<file path="src/rtl/wb_data_queue.sv">
// Write-back data selector feeding a DEPTH-entry FIFO that drains into the
// register bank through a valid/ready handshake.
module wb_data_queue #(
  parameter int unsigned WIDTH     = 32,
  parameter int unsigned NSRC      = 8,
  parameter int unsigned SEL_W     = 3,
  parameter int unsigned DEPTH     = 4,
  parameter int unsigned ADDR_W    = 5,
  parameter int unsigned CONST_VAL = 227
) (
  input  logic                      i_clk,
  input  logic                      i_rst_n,
  input  logic [SEL_W-1:0]          i_sel,
  input  logic [NSRC*WIDTH-1:0]     i_data_in,
  input  logic                      i_wr_req,
  input  logic [ADDR_W-1:0]         i_wr_addr,
  input  logic                      i_wb_ready,
  output logic                      o_wb_valid,
  output logic [ADDR_W-1:0]         o_wb_addr,
  output logic [WIDTH-1:0]          o_wb_data,
  output logic                      o_full,
  output logic                      o_empty,
  output logic [$clog2(DEPTH):0]    o_count,
  output logic                      o_ovf
);

  localparam int unsigned PTR_W = $clog2(DEPTH);
  localparam int unsigned CNT_W = PTR_W + 1;

  logic [PTR_W-1:0]  r_wptr;
  logic [PTR_W-1:0]  r_rptr;
  logic [CNT_W-1:0]  r_count;
  logic              r_ovf;
  logic [ADDR_W-1:0] r_mem_addr [DEPTH];
  logic [WIDTH-1:0]  r_mem_data [DEPTH];

  logic [WIDTH-1:0]  w_sel_data;
  logic              w_full;
  logic              w_empty;
  logic              w_req_ok;
  logic              w_deq;
  logic              w_enq;
  logic              w_unused_const_ch;

  // The top channel is replaced by the constant, so its input bits are dead.
  assign w_unused_const_ch = ^i_data_in[NSRC*WIDTH-1 -: WIDTH];

  always_comb begin
    w_sel_data = WIDTH'(CONST_VAL);
    for (int k = 0; k < int'(NSRC) - 1; k++) begin
      if (i_sel == SEL_W'(k)) begin
        w_sel_data = i_data_in[k*WIDTH +: WIDTH];
      end
    end
  end

  assign w_full   = (r_count == CNT_W'(DEPTH));
  assign w_empty  = (r_count == '0);
  assign w_deq    = !w_empty && i_wb_ready;
  // Register 0 is hard-wired, so writes to it are never queued.
  assign w_req_ok = i_wr_req && (i_wr_addr != '0);
  assign w_enq    = w_req_ok && (!w_full || w_deq);

  always_ff @(posedge i_clk or negedge i_rst_n) begin
    if (!i_rst_n) begin
      r_wptr  <= '0;
      r_rptr  <= '0;
      r_count <= '0;
      r_ovf   <= 1'b0;
    end else begin
      if (w_enq) begin
        r_wptr <= r_wptr + 1'b1;
      end
      if (w_deq) begin
        r_rptr <= r_rptr + 1'b1;
      end
      if (w_enq && !w_deq) begin
        r_count <= r_count + 1'b1;
      end else if (w_deq && !w_enq) begin
        r_count <= r_count - 1'b1;
      end
      if (w_req_ok && w_full && !w_deq) begin
        r_ovf <= 1'b1;
      end
    end
  end

  always_ff @(posedge i_clk) begin
    if (w_enq) begin
      r_mem_addr[r_wptr] <= i_wr_addr;
      r_mem_data[r_wptr] <= w_sel_data;
    end
  end

  assign o_wb_valid = !w_empty;
  assign o_wb_addr  = w_empty ? '0 : r_mem_addr[r_rptr];
  assign o_wb_data  = w_empty ? '0 : r_mem_data[r_rptr];
  assign o_full     = w_full;
  assign o_empty    = w_empty;
  assign o_count    = r_count;
  assign o_ovf      = r_ovf;

endmodule

</file>
<file path="config.mk">
export PLATFORM = sky130hd
export DESIGN_NAME = wb_data_queue
export DESIGN_NICKNAME = d
export VERILOG_FILES = /design/src/rtl/wb_data_queue.sv
export SDC_FILE = /design/constraint.sdc
export NUM_CORES = 1
export LEC_CHECK = 0
export BUFFER_PORTS_ARGS = -buffer_cell sky130_fd_sc_hd__buf_2
export CORE_ASPECT_RATIO = 1.5
export CORE_UTILIZATION = 53
export DETAILED_ROUTE_END_ITERATION = 7
export GPL_ROUTABILITY_DRIVEN = 1
export GPL_TIMING_DRIVEN = 0
export PLACE_DENSITY = 0.86
export REMOVE_ABC_BUFFERS = 1
export SYNTH_ARGS = -nofsm -noshare
export SYNTH_HDL_FRONTEND = slang
export SYNTH_SLANG_ARGS = --single-unit
</file>
<file path="constraint.sdc">
create_clock -name i_clk -period 3.85 [get_ports i_clk]
set_input_delay 0.5775 -clock i_clk [delete_from_list [all_inputs] [get_ports i_clk]]
set_output_delay 0.5775 -clock i_clk [all_outputs]
set_load 0.03 [all_outputs]
</file>
# ---- Yosys cells after proc, flatten, opt, wreduce, memory -nomap -nowiden
# Memories as Yosys holds them, arrays and structs flattened.
# Cells that the tools add are included.
dict set report totals {
  mem_count 2
  ramBits 148
  in_bits 268
  wordCells 46
  out_inout_bits 44
  ff_bits 8
}
# name depth word_bits read_ports rd_ports_with_merged_regs wr line_no
set memory_table {}
lappend memory_table {r_mem_data 4 32 1 0 1 35} ;# logic [WIDTH-1:0] r_mem_data [DEPTH];
lappend memory_table {r_mem_addr 4 5 1 0 1 34} ;# logic [ADDR_W-1:0] r_mem_addr [DEPTH];
dict set report classes {
  n_reduce_logical 16
  add_sub_neg 4
  n_mux 13
  n_eq_ne 7
}
# cell n
set ops {}
lappend ops {{$mux W32} 8}
lappend ops {{$eq A3 B3 Y1 const B} 4}
lappend ops {{$logic_and A1 B1 Y1} 7}
lappend ops {{$eq A3 B2 Y1 const B} 2}
lappend ops {{$logic_not A3 Y1} 2}
lappend ops {{$mux W3} 2}
lappend ops {{$mux W5} 1}
lappend ops {{$reduce_bool A5 Y1} 1}
lappend ops {{$add A2 B1 Y2 const B} 2}
lappend ops {{$logic_not A1 Y1} 4}
lappend ops {{$add A3 B1 Y3 const B} 1}
lappend ops {{$eq A3 B1 Y1 const B} 1}
lappend ops {{$sub A3 B1 Y3 const B} 1}
lappend ops {{$mux W1} 2}
lappend ops {{$reduce_bool A2 Y1} 1}
lappend ops {{$logic_or A1 B1 Y1} 1}

# ---- Depth between registers and ports, before layout
dict set report logic_depth {
  word_depth 9
  mapped_depth 8
  mapped_depth_nobuf 8
}

# ---- Worst setup path after synthesis
# OpenSTA, ideal clock, no wires.
dict set report synth_timing {
  path_type {reg-to-reg}
  from {register r_count[0] (netlist: o_count[0])}
  to {memory r_mem_addr[0][0], enable pin}
  setup_ns 0.398
  t_arrival_ns 2.079
  slack_ns 1.374
  n_path_buf 0
  path_stages_with_launch 4
  path_cell_list {dfrtp_1 -> nor4b_1 -> a211oi_2 -> and2_1}
}
dict set report synth_via {
  elab_chain_cells 7
  elab_cells_between_ends 9
  cone_classes {eq/ne: 1; mux: 2; reduce/logical: 6}
}
# element line_no
set synth_rtl {}
lappend synth_rtl {{from (decl)} 32} ;# logic [CNT_W-1:0] r_count;
lappend synth_rtl {{from (signal assigned)} 78} ;# r_count <= r_count + 1'b1;
lappend synth_rtl {{from (signal assigned)} 80} ;# r_count <= r_count - 1'b1;
lappend synth_rtl {{$logic_not A3 Y1} 58} ;# assign w_empty = (r_count == '0);
lappend synth_rtl {{$logic_not A1 Y1} 59} ;# assign w_deq = !w_empty && i_wb_ready;
lappend synth_rtl {{$logic_and A1 B1 Y1} 59}
lappend synth_rtl {{$logic_or A1 B1 Y1 *} 62} ;# assign w_enq = w_req_ok && (!w_full || w_deq);
lappend synth_rtl {{$logic_and A1 B1 Y1 *} 62}
lappend synth_rtl {{named net w_enq} 42} ;# logic w_enq;
lappend synth_rtl {{$mux W1 *} 89} ;# if (w_enq) begin
lappend synth_rtl {{$mux W1 (implied by the code) *} 90} ;# r_mem_addr[r_wptr] <= i_wr_addr;
lappend synth_rtl {{to (decl)} 34}
# The timed path passes the listed nets; every way through them passes the cells marked *.

# ---- Final worst setup path
dict set report layout_timing {
  from {register r_rptr[0]}
  to {output port o_wb_data[13]}
}
dict set report layout_via {
  elab_chain_cells 2
}
# element line_no
set layout_rtl {}
lappend layout_rtl {{from (decl)} 31} ;# logic [PTR_W-1:0] r_rptr;
lappend layout_rtl {{from (signal assigned)} 75} ;# r_rptr <= r_rptr + 1'b1;
lappend layout_rtl {{$mem_v2 Z4 W32} -}
lappend layout_rtl {{$mux W32} 97} ;# assign o_wb_data = w_empty ? '0 : r_mem_data[r_rptr];
lappend layout_rtl {{to (decl)} 20} ;# output logic [WIDTH-1:0] o_wb_data,
# No other way between the ends.

==> metrics.txt <==
# TYPE chip_impl_metric gauge
chip_impl_info{name="run_status",value="completed"} 1
chip_impl_metric{name="detailed_place.area",unit="sq um"} 9560
chip_impl_metric{name="die_y",unit="microns"} 152
chip_impl_metric{name="grt_usage",unit="%"} 26.7
chip_impl_info{name="startpoint_type",value="flop"} 1
chip_impl_metric{name="p_total",unit="mW"} 6.89
chip_impl_info{name="setup.worst_path.end_class",value="primary output"} 1
chip_impl_metric{name="cts-buffers-inserted",unit=""} 17
chip_impl_metric{name="maxSlewHeadroom",unit="%"} 9.30
chip_impl_metric{name="effective_utilization_at_floorplan",unit="%"} 54.6
chip_impl_metric{name="ys_seq_area_share",unit="%"} 58.3
chip_impl_metric{name="clockPowerShare",unit="%"} 23.9
chip_impl_metric{name="drc",unit=""} 0
chip_impl_metric{name="number_of_h_tree_levels",unit=""} 4
chip_impl_info{name="ctsRootBufferMaster",value="sky130_fd_sc_hd__clkbuf_16"} 1
chip_impl_metric{name="overflow",unit=""} 0
chip_impl_info{name="clock_tree_from_tritoncts",value="yes"} 1
chip_impl_metric{name="timing_hold_violations_final",unit=""} 0
chip_impl_metric{name="share_comb_of_total_power",unit="%"} 40.0
chip_impl_metric{name="row_count",unit=""} 54
chip_impl_metric{name="design.core.area",unit="sq um"} 14600
chip_impl_metric{name="layout-drive-gt1-share",unit="%"} 52.3
chip_impl_info{name="regToRegEndpoint",value="o_count[2]"} 1
chip_impl_metric{name="average_routed_wire_per_standard_cell",unit="microns"} 20.3
chip_impl_metric{name="synth_warn",unit=""} 0
chip_impl_metric{name="finish.net_count",unit=""} 1029
chip_impl_metric{name="timing.critical_path.required",unit="ps"} 3270
chip_impl_info{name="rsz_0062_raised_after_global_routing",value="no"} 1
chip_impl_metric{name="postSynthAreaPerCell",unit="sq um"} 16.3
chip_impl_metric{name="setup_viol_count_final",unit=""} 0
chip_impl_metric{name="async_reset_ff_share",unit="%"} 5.13
chip_impl_info{name="worst_min_delay_path_class",value="primary input to flop"} 1
chip_impl_metric{name="crit_share_post_route",unit="%"} 77.4
chip_impl_metric{name="growth_of_design_area_from_synthesis_to_finish",unit="%"} 27.6
chip_impl_metric{name="final_design_area_excluding_fillers",unit="sq um"} 10200
chip_impl_info{name="synth_top_flop_cell",value="sky130_fd_sc_hd__edfxtp_1"} 1
chip_impl_metric{name="clkSlewWorstSetupHoldPaths",unit="ps"} 70
chip_impl_metric{name="register_area",unit="sq um"} 4650
chip_impl_metric{name="place_congestion",unit=""} 0.890
chip_impl_metric{name="synth_edf_count",unit=""} 148
chip_impl_metric{name="antenna_found_initial",unit=""} 3
chip_impl_metric{name="clock-sinks",unit=""} 156
chip_impl_metric{name="leakage",unit="nW"} 4.01
chip_impl_metric{name="power.density",unit="nW/um^2"} 678
chip_impl_metric{name="cap_viol_max_count",unit=""} 0
chip_impl_metric{name="finished_layout_cells",unit=""} 967
chip_impl_metric{name="grt_pass1_wl",unit="microns"} 30900
chip_impl_metric{name="ys_types",unit=""} 35
chip_impl_metric{name="multiInputGateArea",unit="sq um"} 3060
chip_impl_metric{name="ctsLongestPathBuffers",unit=""} 2
chip_impl_metric{name="max_slew_violations",unit=""} 0
chip_impl_metric{name="clock_latency_at_the_later_pin_of_the_worst_skew_pair",unit="ps"} 410
chip_impl_metric{name="floorplan.io_pins",unit=""} 312
chip_impl_metric{name="timing.reg2reg.worst_path_depth",unit=""} 8
chip_impl_metric{name="route.vias.total",unit=""} 5683
chip_impl_metric{name="pin_count_of_the_biggest_net_entering_global_routing",unit=""} 78
chip_impl_info{name="criticalPathCategory",value="flop to primary output"} 1
chip_impl_info{name="synth_largest_area_cell",value="sky130_fd_sc_hd__edfxtp_1"} 1
chip_impl_metric{name="timing.reg2reg.setup_slack",unit="ps"} 1000
chip_impl_metric{name="finalCriticalPeriod",unit="ps"} 2980
chip_impl_metric{name="fin_worst_skew",unit="ps"} 9.70
chip_impl_metric{name="crit_fanout",unit=""} 21
chip_impl_metric{name="port_buffers",unit=""} 279
chip_impl_metric{name="worst_ep_arrival",unit="ps"} 2400
chip_impl_metric{name="pwr-share-seq",unit="%"} 36.1
chip_impl_metric{name="irDropWorstVdd",unit="uV"} 476
chip_impl_metric{name="post_cts_resize_count",unit=""} 0
chip_impl_metric{name="chipWidth",unit="microns"} 102
chip_impl_info{name="cp_capture_point",value="o_wb_data[13]"} 1
chip_impl_metric{name="dp_cells",unit=""} 931
chip_impl_metric{name="synth_largest_type_area_fraction",unit="%"} 55.8
chip_impl_metric{name="design.die.area",unit="sq um"} 15500
chip_impl_metric{name="fmaxAchievable",unit="MHz"} 336
chip_impl_metric{name="sw_frac_of_total",unit="%"} 36.3
chip_impl_info{name="worstSetupStartpoint",value="r_rptr[0]"} 1
chip_impl_metric{name="synth.ff_latch_count",unit=""} 156
chip_impl_info{name="synth_common_cells",value="148 x sky130_fd_sc_hd__edfxtp_1, 64 x sky130_fd_sc_hd__mux4_2, 41 x sky130_fd_sc_hd__and2_1"} 1
chip_impl_info{name="crit-reg2reg-launch",value="o_count[1]"} 1
chip_impl_metric{name="worstMarginPinSlew",unit="ps"} 1360
chip_impl_metric{name="synthCells",unit=""} 488
chip_impl_metric{name="grt_pass1_vias",unit=""} 6051
chip_impl_info{name="yosysMostFrequentCell",value="sky130_fd_sc_hd__edfxtp_1"} 1
chip_impl_metric{name="net_switching_component_of_the_power",unit="mW"} 2.50
chip_impl_metric{name="final_antenna_net_count",unit=""} 0
chip_impl_metric{name="power.internal",unit="mW"} 4.39
chip_impl_metric{name="final_hpwl_from_detailed_placement",unit="microns"} 13900
chip_impl_metric{name="mapped_cell_area",unit="sq um"} 7960
chip_impl_metric{name="firstDrtPassIters",unit=""} 5
chip_impl_metric{name="avgViaCountPerCell",unit=""} 5.88
chip_impl_metric{name="worst_hold_slack",unit="ps"} 413
chip_impl_metric{name="initialDrtViolationCount",unit=""} 348
chip_impl_metric{name="layout.filler_cells",unit=""} 1028
chip_impl_info{name="post_synth_main_area_contributors",value="sky130_fd_sc_hd__edfxtp_1 56%, sky130_fd_sc_hd__mux4_2 18%, sky130_fd_sc_hd__mux2i_1 3.4%, sky130_fd_sc_hd__and2_1 3.2%, sky130_fd_sc_hd__a2bb2oi_1 3.0%"} 1
chip_impl_metric{name="wirelength",unit="microns"} 19600
-- final cells by class --
cell class / count / share of cell area [%]
Sequential cell: 156 / 45.7
Timing Repair Buffer: 288 / 15.7
Multi-Input combinational cell: 286 / 30.1
Tap cell: 196 / 2.41
Antenna cell: 3 / 0.0739
Clock buffer: 17 / 4.19
Clock inverter: 15 / 1.58
Inverter: 6 / 0.222
-- cells by family (layout without fill, tap and decap cells) --
family          count (synthesis)  after routing  share of synthesized area [%]
compound gates                 87             87                           7.49
mux                           103            103                           23.2
buf+inv                        46            326                           3.33
simple gates                   84             84                           5.97
flops                         156            156                           58.3
other cells                     0              3                              0
xor+xnor                        6              6                          0.660
fa+ha+maj                       6              6                           1.04
-- routing by layer --
metal / routed length, microns / vias to the layer above / part of all wire (%) / global-route usage (%)
met3: 1340 / 43 / 6.8 / 5.55
met5: 0 / - / 0 / 0
met4: 571 / 0 / 2.9 / 11.5
li1: - / 2517 / - / -
met2: 10700 / 311 / 54 / 46.3
met1: 7020 / 2812 / 36 / 31.5
-- power by group through the flow --
stage	sequential (mW)	combinational, mW	clock [mW]
3_3_place_gp	2.61	2.51	0
5_1_grt	2.53	2.96	1.74
4_1_cts	2.50	2.78	1.67
2_1_floorplan	2.56	1.74	0
3_5_place_dp	2.53	2.77	0
6_report	2.49	2.76	1.65
-- metrics by stage --
step                      setup WS (ps)  TNS, ps  utilization [%]
after CTS                           733        0             69.6
after detailed placement            506        0             65.5
after global routing                671        0             69.7
final                               871        0             69.7
after floorplan                     769        0                -
after global placement             -511   -41150             64.2
-- state kept, by name, indices dropped and copies added, names as in the netlist --
signal and count:
o_count 3, r_rptr 2, r_mem_data 128, o_ovf 1
r_mem_addr 20, r_wptr 2
-- timing repair --
| action | in CTS | in global routing |
|---|---|---|
| setup buffers | 0 | 0 |
| hold buffers | 1 | 0 |
| endpoints found under the hold margin | 8 | 0 |
-- worst max-delay path: stages, from the launching register on --
cell and delay (ps):
sky130_fd_sc_hd__dfrtp_2 810, sky130_fd_sc_hd__buf_12 300, sky130_fd_sc_hd__mux4_2 520, sky130_fd_sc_hd__and2_1 180, sky130_fd_sc_hd__buf_2 180
-- cell usage in the layout, fill, tap and decap left out, drive strengths merged, types with 3 or more instances in the layout --
cell     synthesis  final
o211ai          10     10
edfxtp         148    148
mux2            12     12
dfrtp            8      8
mux2i           27     27
a2bb2oi         27     27
xnor2            4      4
clkbuf          14     17
inv              6     12
mux4            64     64
o2bb2ai          5      5
a21oi           33     33
nor2            28     28
and4b            5      5
ha               5      5
clkinv           0      5
o22ai            5      5
and2            41     41
o21ai            5      5
diode            0      3
buf             26    287
-- worst min path at each step --
stage	startpoint	to	slack, ps	depth (start not counted)
2_1_floorplan	i_rst_n	o_count[0]	280	0
3_3_place_gp	i_rst_n	o_ovf	420	1
3_5_place_dp	i_rst_n	o_ovf	430	1
4_1_cts	i_wr_addr[2]	r_mem_addr[0][2]	390	1
5_1_grt	i_wr_addr[2]	r_mem_addr[0][2]	390	1
6_report	i_wr_addr[0]	r_mem_addr[1][0]	410	1
No activity file was read; power rests on OpenSTA's default activity.
